**src/rtl/pulse_stretcher.sv**
```systemverilog
// -----------------------------------------------------------------------------
// pulse_stretcher
//
// Turns single-cycle event strobes into a pulse train that a person can see
// or hear on a board pin. Every accepted event drives lineOut high for
// HOLD_CYCLES and then holds it low for GAP_CYCLES. Events that arrive while
// a pulse or gap is running are queued in a saturating pending counter and
// emitted back to back, one per HOLD_CYCLES+GAP_CYCLES period.
//
// Parameters
//   HOLD_CYCLES  high time per pulse in clocks (1 .. 2^24-1)
//   GAP_CYCLES   forced low time after each pulse in clocks (1 .. 2^24-1)
//   PEND_WIDTH   width of the pending counter; up to 2^PEND_WIDTH-1 queued
//
// Ports
//   clock         system clock, rising edge
//   resetN        asynchronous active-low reset
//   eventIn       event strobe; each high cycle is one event
//   lineOut       registered pulse output to the pin
//   busy          pulse or gap in progress, or events pending
//   pendingCount  queued events not yet emitted
//   dropCount     saturating count of discarded events (only when the macro
//                 STRETCHER_DROP_CNT_EN is defined)
// -----------------------------------------------------------------------------
module pulse_stretcher #(
  parameter int HOLD_CYCLES = 100_000,
  parameter int GAP_CYCLES  = 100_000,
  parameter int PEND_WIDTH  = 3
) (
  input  logic                  clock,
  input  logic                  resetN,
  input  logic                  eventIn,
  output logic                  lineOut,
  output logic                  busy,
  output logic [PEND_WIDTH-1:0] pendingCount
`ifdef STRETCHER_DROP_CNT_EN
  ,
  output logic [7:0]            dropCount
`endif
);

  typedef enum logic [1:0] {
    IDLE = 2'd0,
    HIGH = 2'd1,
    GAP  = 2'd2
  } stateE;

  localparam logic [23:0]           HOLD_LOAD = 24'(HOLD_CYCLES - 1);
  localparam logic [23:0]           GAP_LOAD  = 24'(GAP_CYCLES - 1);
  localparam logic [PEND_WIDTH-1:0] PEND_MAX  = {PEND_WIDTH{1'b1}};
  localparam logic [PEND_WIDTH-1:0] PEND_ONE  = PEND_WIDTH'(1);

  stateE                 state;
  stateE                 stateNext;
  logic [23:0]           cnt;
  logic [23:0]           cntNext;
  logic [PEND_WIDTH-1:0] pendNext;
  logic                  consume;   // GAP finished with work queued: start next pulse
  logic                  accept;    // event arriving while a pulse/gap is running

  // ---------------------------------------------------------------------------
  // Next-state, counter reload and pending bookkeeping.
  // ---------------------------------------------------------------------------
  always_comb begin
    // NOTE: every signal written here gets a default first, so no path leaves
    // a value unassigned and no latch is inferred.
    stateNext = state;
    cntNext   = cnt;
    consume   = 1'b0;

    unique case (state)
      IDLE: begin
        if (eventIn) begin
          stateNext = HIGH;
          cntNext   = HOLD_LOAD;
        end
      end
      HIGH: begin
        if (cnt != 24'd0) begin
          cntNext = cnt - 24'd1;
        end else begin
          stateNext = GAP;
          cntNext   = GAP_LOAD;
        end
      end
      GAP: begin
        if (cnt != 24'd0) begin
          cntNext = cnt - 24'd1;
        end else if (pendingCount != '0) begin
          // Straight into the next pulse: no idle cycle between gap and pulse.
          stateNext = HIGH;
          cntNext   = HOLD_LOAD;
          consume   = 1'b1;
        end else begin
          stateNext = IDLE;
        end
      end
      default: begin
        stateNext = IDLE;
        cntNext   = '0;
      end
    endcase

    // An event in IDLE starts the pulse itself and is never queued.
    accept   = eventIn && (state != IDLE);
    pendNext = pendingCount;
    if (accept && !consume) begin
      // At the ceiling the event is lost (and counted when drop counting exists).
      if (pendingCount != PEND_MAX) begin
        pendNext = pendingCount + PEND_ONE;
      end
    end else if (consume && !accept) begin
      pendNext = pendingCount - PEND_ONE;
    end
    // accept && consume: one event in, one event out, the count stays put.
  end

  // ---------------------------------------------------------------------------
  // State registers. lineOut comes straight from a flop loaded with the
  // decoded next state, so the pin never sees a combinational path.
  // ---------------------------------------------------------------------------
  always_ff @(posedge clock or negedge resetN) begin
    if (!resetN) begin
      state        <= IDLE;
      cnt          <= '0;
      pendingCount <= '0;
      lineOut      <= 1'b0;
    end else begin
      // NOTE: sequential state uses non-blocking assignments so every flop
      // samples the pre-edge values regardless of statement order.
      state        <= stateNext;
      cnt          <= cntNext;
      pendingCount <= pendNext;
      lineOut      <= (stateNext == HIGH);
    end
  end

  assign busy = (state != IDLE) || (pendingCount != '0);

`ifdef STRETCHER_DROP_CNT_EN
  // ---------------------------------------------------------------------------
  // Discarded-event counter, saturating at 255, cleared only by reset.
  // ---------------------------------------------------------------------------
  logic dropNow;

  always_comb begin
    dropNow = accept && !consume && (pendingCount == PEND_MAX);
  end

  always_ff @(posedge clock or negedge resetN) begin
    if (!resetN) begin
      dropCount <= 8'd0;
    end else if (dropNow && (dropCount != 8'hFF)) begin
      dropCount <= dropCount + 8'd1;
    end
  end
`endif

endmodule

```
**config.mk**
```make
export PLATFORM = sky130hd
export DESIGN_NAME = pulse_stretcher
export DESIGN_NICKNAME = d
export VERILOG_FILES = /design/src/rtl/pulse_stretcher.sv
export SDC_FILE = /design/constraint.sdc
export NUM_CORES = 1
export LEC_CHECK = 0
export CORE_ASPECT_RATIO = 1.25
export CORE_MARGIN = 4
export CORE_UTILIZATION = 45
export CTS_CLUSTER_SIZE = 40
export DETAILED_ROUTE_END_ITERATION = 12
export GPL_TIMING_DRIVEN = 0
export SYNTH_ARGS = -nofsm -noshare
export SYNTH_HDL_FRONTEND = slang
export SYNTH_SLANG_ARGS = --single-unit
```
**constraint.sdc**
```tcl
create_clock -name clock -period 2.8 [get_ports clock]
set_clock_uncertainty 0.2 [all_clocks]
set_input_delay 0.42 -clock clock [delete_from_list [all_inputs] [get_ports clock]]
set_output_delay 0.42 -clock clock [all_outputs]
set_load 0.03 [all_outputs]
```
Word-level counts from Yosys, hierarchy flattened:

Cells that the tools add are included.

* flip-flop bits (word level): 30
* input bits: 3
* output and inout bits: 5
* logic and storage cells: 43

* add/subtract/negate cells: 3
* eq/ne operators: 7
* mux-type cells: 16
* reduce and logical (&&, ||, !) cells: 13

Operator list (count)
* 24-bit two-way mux: 4
* 24-bit case mux with 3 select lines: 1
* 24-bit nonzero test: 1
* 24-bit by 1-bit subtractor with 24-bit output (second input constant): 1
* 3-bit two-way mux: 3
* 2-bit two-way mux: 3
* 3-bit inequality test (second input constant): 2
* 2-bit case mux with 3 select lines: 1
* 2-bit by 1-bit == test with 1-bit output (second input constant): 2
* 1-bit two-way mux: 4
* 2-bit AND reduction: 2
* 2-bit nonzero test: 2
* 3-bit by 1-bit adder with 3-bit output (second input constant): 1
* 1-bit logical AND: 3
* 3-bit nonzero test: 1
* 3-bit by 1-bit subtractor with 3-bit output (second input constant): 1
* 2-bit == test (second input constant): 1
* 1-bit zero test: 2
* 2-bit zero test: 1
* 2-bit by 1-bit inequality test with 1-bit output (second input constant): 1
* 2-bit inequality test (second input constant): 1
* 1-bit logical OR: 1

Longest topological paths before layout:

* depth after elaboration: 8
* gate-level depth with buffers: 11
* depth with buffers taken out: 10

Worst setup path after synthesis:

Ideal clock, no wire load.

* path type: flip-flop to flip-flop
* from: reg cnt[0]
* to: reg pendingCount[1]
* data arrival time: 2.301 ns
* slack: 0.160 ns
* cell stages (with the launch flop): 12
* buffers on the path: 1
* cells stage by stage: dfrtp_1 -> inv_1 -> ha_1 -> nor4b_1 -> and4_1 -> clkbuf_1 -> nand3_1 -> nand2_1 -> fa_1 -> nor4b_1 -> o21ai_0 -> o2111ai_1

* elaborated cells on any way between the ends: 10
* those cells by class: 1 x eq/ne; 3 x mux; 6 x reduce/logical

RTL lines
* start: declaration: RTL line 55 `logic [23:0] cnt;`
* start signal: assignment: RTL line 132 `cnt <= cntNext;`
* 24-bit nonzero test: RTL line 87 `if (cnt != 24'd0) begin`
* 1-bit two-way mux: RTL line 87
* 1-bit two-way mux: RTL line 71 `unique case (state)`
* 1-bit zero test: RTL line 107 `if (accept && !consume) begin`
* 1-bit logical AND: RTL line 107
* 3-bit two-way mux: RTL line 107
* net pendNext[1]: RTL line 57 `logic [PEND_WIDTH-1:0] pendNext;`
* end signal: assignment: RTL line 133 `pendingCount <= pendNext;`
* end: declaration: RTL line 35 `output logic [PEND_WIDTH-1:0] pendingCount`

The timed path passes the listed nets, and every way through them passes these cells.
A chain may end at the register's enable or synchronous reset.

Final worst setup path:

* from: reg cnt[16]
* to: reg pendingCount[1]

Same word-level chain as after synthesis.

==> key figures <==
Critical path
  • Sum of buffers and inverters on the critical path: 0
  • Cell family with most CP delay: simple AND/OR/NAND/NOR gates
  • CP Data Arrival Time: roughly 2600 ps
  • Endpoint type of the worst setup path: flip-flop
  • Max incr delay on CP: 470 ps
  • Slowest CP cell: dfrtp_1
  • CP required: roughly 2800 ps
  • CP Class: reg2reg
  • Worst Path Max Fanout: 6
  • Startpoint Class: flip-flop
  • Worst-path cell chain: nor4_4 > nand3b_1 > nor2_1 > nand3_1 > nand2_1 > fa_1 > nor4b_2 > o21ai_1 > o2111ai_1

Synth
  • Post-synth EDFFs: 0
  • Synth area leaders: dfrtp_1, a31oi_1, nor2_1
  • Top-count cell post-synth: dfrtp_1
  • Post-Syn Area: roughly 0.0022 mm^2
  • Synth Instances: roughly 250
  • Synth cell types: 57
  • Async set or reset register ratio after synthesis: 100%
  • Commonest cells post-synth: dfrtp_1, nor2_1, a31oi_1
  • FF+latch count, synth: 30
  • Syn avg cell area: between 8 and 9 um^2
  • Register area share after synthesis: between 30% and 40%
  • Largest area contributor in the netlist: dfrtp_1
  • Synth Flop Type: dfrtp_1
  • Synth warn: 0
  • Net Count, Synth: approximately 260
  • Yosys top cell area share: between 30% and 40%

Floorplan
  • Horiz. Die Dim: around 70 um
  • Num rows: 28
  • # IOs: 8
  • Core footprint: between 0.004 and 0.005 mm^2
  • Die Height: ~86 um
  • Starting Density: 46.3%
  • Area of the die: around 0.006 mm^2

GRT
  • Initial antenna violation count: 0
  • Vias in the first global route: approximately 2000
  • Met1 Usage GRT: 27.1%
  • GRT overflow: 0
  • GR met3 Demand/Resource: under 10%
  • GRT Total Usage: between 20% and 30%
  • Largest net degree at the start of global routing: 31
  • GR peak layer: met2
  • M2 GR Usage: between 30% and 40%
  • Global-route wire length before repair: about 10000 um

Clocking
  • H-tree levels: 2
  • Clk sinks: 30
  • Clock Path Buffers: 2
  • Num CTS Buffers: 5
  • Worst-skew pair later-pin latency: roughly 290 ps
  • Clock transition at the registers of the reported paths: roughly 70 ps
  • Root Driver: clkbuf_8
  • CTS tree: done

STA
  • Unrepaired setup endpoints after global routing: yes
  • Final setup fails: 0
  • Relative slew slack: approximately 53%
  • FMAX: about 0.38 GHz
  • Final Hold Vio Count: 0
  • Slew Limit Fails: 0
  • Period utilisation layout: between 90 and 100%
  • TNS Setup: 0 ps
  • Worst-Margin Slew: between 700 and 800 ps
  • Worst setup margin: between 100 and 150 ps
  • Min cycle time layout: around 2700 ps

Detailed routing
  • Via-to-Cell Ratio: 6.43
  • Post-Route WL: ~6100 um
  • Routed WL per cell: 18.7 um
  • First DRT Iteration DRCs: between 150 and 200
  • DRC viols: 0
  • Via count: roughly 2100
  • Post-route ant nets: 0
  • DRT Pass-1 Iters: 4

Power
  • IR drop worst, VDD: roughly 0.42 mV
  • PwrDens: about 1000 mW/mm^2
  • Leakage: slightly above 1 nW
  • Overall power: around 0.0025 W

Layout
  • Final net count: 278
  • Diodes inserted: 0
  • Share of cells above drive strength 1: 13.0%
  • Area grow syn2layout: 14.0%
  • Post-route cell area: around 0.0025 mm^2

Run status
  • Status: completed

Job
  • Max Cap Viol: 0

Placement
  • HPWL after DPL: between 4000 and 5000 um
  • # port buffers: 7
  • Cell Area, Placed: 0.00233 mm^2
  • RePlAce Congestion: ~0.83
  • Pre-CTS setup slack: -228 ps

Hold path
  • Worst hold path type: reg2reg
[cell families after synthesis]
| logic type | Yosys count | synth area share, % |
|---|---|---|
| muxes | 2 | 0.915 |
| and+or+nand+nor | 111 | 30.9 |
| adders and majority gates | 7 | 4.35 |
| AOI/OAI and AO/OA | 81 | 25.5 |
| DFF | 30 | 34.3 |
| buffers and inverters | 21 | 4.00 |
[path summary, 6_finish.rpt]
| check | start | to | slack, ps | depth (start not counted) |
|---|---|---|---|---|
| min in group asynchronous | resetN | cnt[0] | 510 | 2 |
| max in group asynchronous | resetN | cnt[14] | 1440 | 2 |
| hold / removal | cnt[21] | cnt[21] | 350 | 1 |
| hold reg to reg | cnt[21] | cnt[21] | 350 | 1 |
| setup reg to reg | cnt[16] | pendingCount[1] | 150 | 9 |
| setup / recovery | cnt[16] | pendingCount[1] | 150 | 9 |
[metrics by stage]
stage,util (%),hold slack [ps],instances
after floorplan,-,-75.6,252
after global placement,49.3,326,319
after detailed placement,49.2,314,319
after CTS,51.9,328,328
after global routing,52.8,371,329
final,52.8,347,329
[repair_timing]
item | in CTS | in global routing
setup buffers | 1 | 2
endpoints found under the setup margin | 2 | 21
pin swaps | 1 | 2
resized for setup | 2 | 6
endpoints found under the hold margin | 7 | 0
hold buffers | 1 | 0
[flip-flops by register name (all words and copies together) (netlist names)]
name          cells
cnt              24
lineOut           1
pendingCount      3
state             2
[metal layers]
layer	vias to the layer above	wire length, um
li1	1010	-
met1	1031	2650
met2	65	3130
met3	9	264
met4	0	89
met5	-	0
[cell usage in the layout (no fill, tap or decap), types with 3 or more instances in the layout]
cell type | Yosys | final
clkdlybuf4s50_1 | 0 | 6
nand2b_1 | 3 | 3
nor2_1 | 25 | 25
nor4_1 | 3 | 3
nor2b_1 | 4 | 4
o31ai_1 | 5 | 5
or3_1 | 7 | 7
a41oi_1 | 4 | 4
nor3_2 | 6 | 5
nand4_1 | 7 | 7
inv_1 | 8 | 8
nand2_1 | 13 | 13
a22o_1 | 3 | 3
a31oi_1 | 17 | 17
o211ai_1 | 3 | 3
nor3_1 | 7 | 7
nor4b_1 | 5 | 3
nand3_1 | 14 | 14
o21ai_0 | 16 | 15
clkbuf_1 | 6 | 4
o22ai_1 | 3 | 3
ha_1 | 6 | 6
dfrtp_1 | 30 | 30
and4_1 | 4 | 3
buf_4 | 1 | 4
a21oi_1 | 10 | 10
buf_2 | 4 | 5
clkbuf_8 | 0 | 8
[power by group]
part,internal (W),switching [W],total [W]
registers,0.000573,0.000221,0.000795
logic,0.000517,0.000771,0.00129
clock network,0.000248,0.000172,0.000420
total,0.00134,0.00117,0.00250
[area by class of cell]
cell class	instances	area [um^2]
Buffer	11	51.3
Clock buffer	8	110
Fill cell	467	2230
Inverter	8	30.0
Multi-Input combinational cell	201	1380
Sequential cell	30	751
Tap cell	60	75.1
Timing Repair Buffer	11	97.6
No activity file was read; power rests on OpenSTA's default activity.
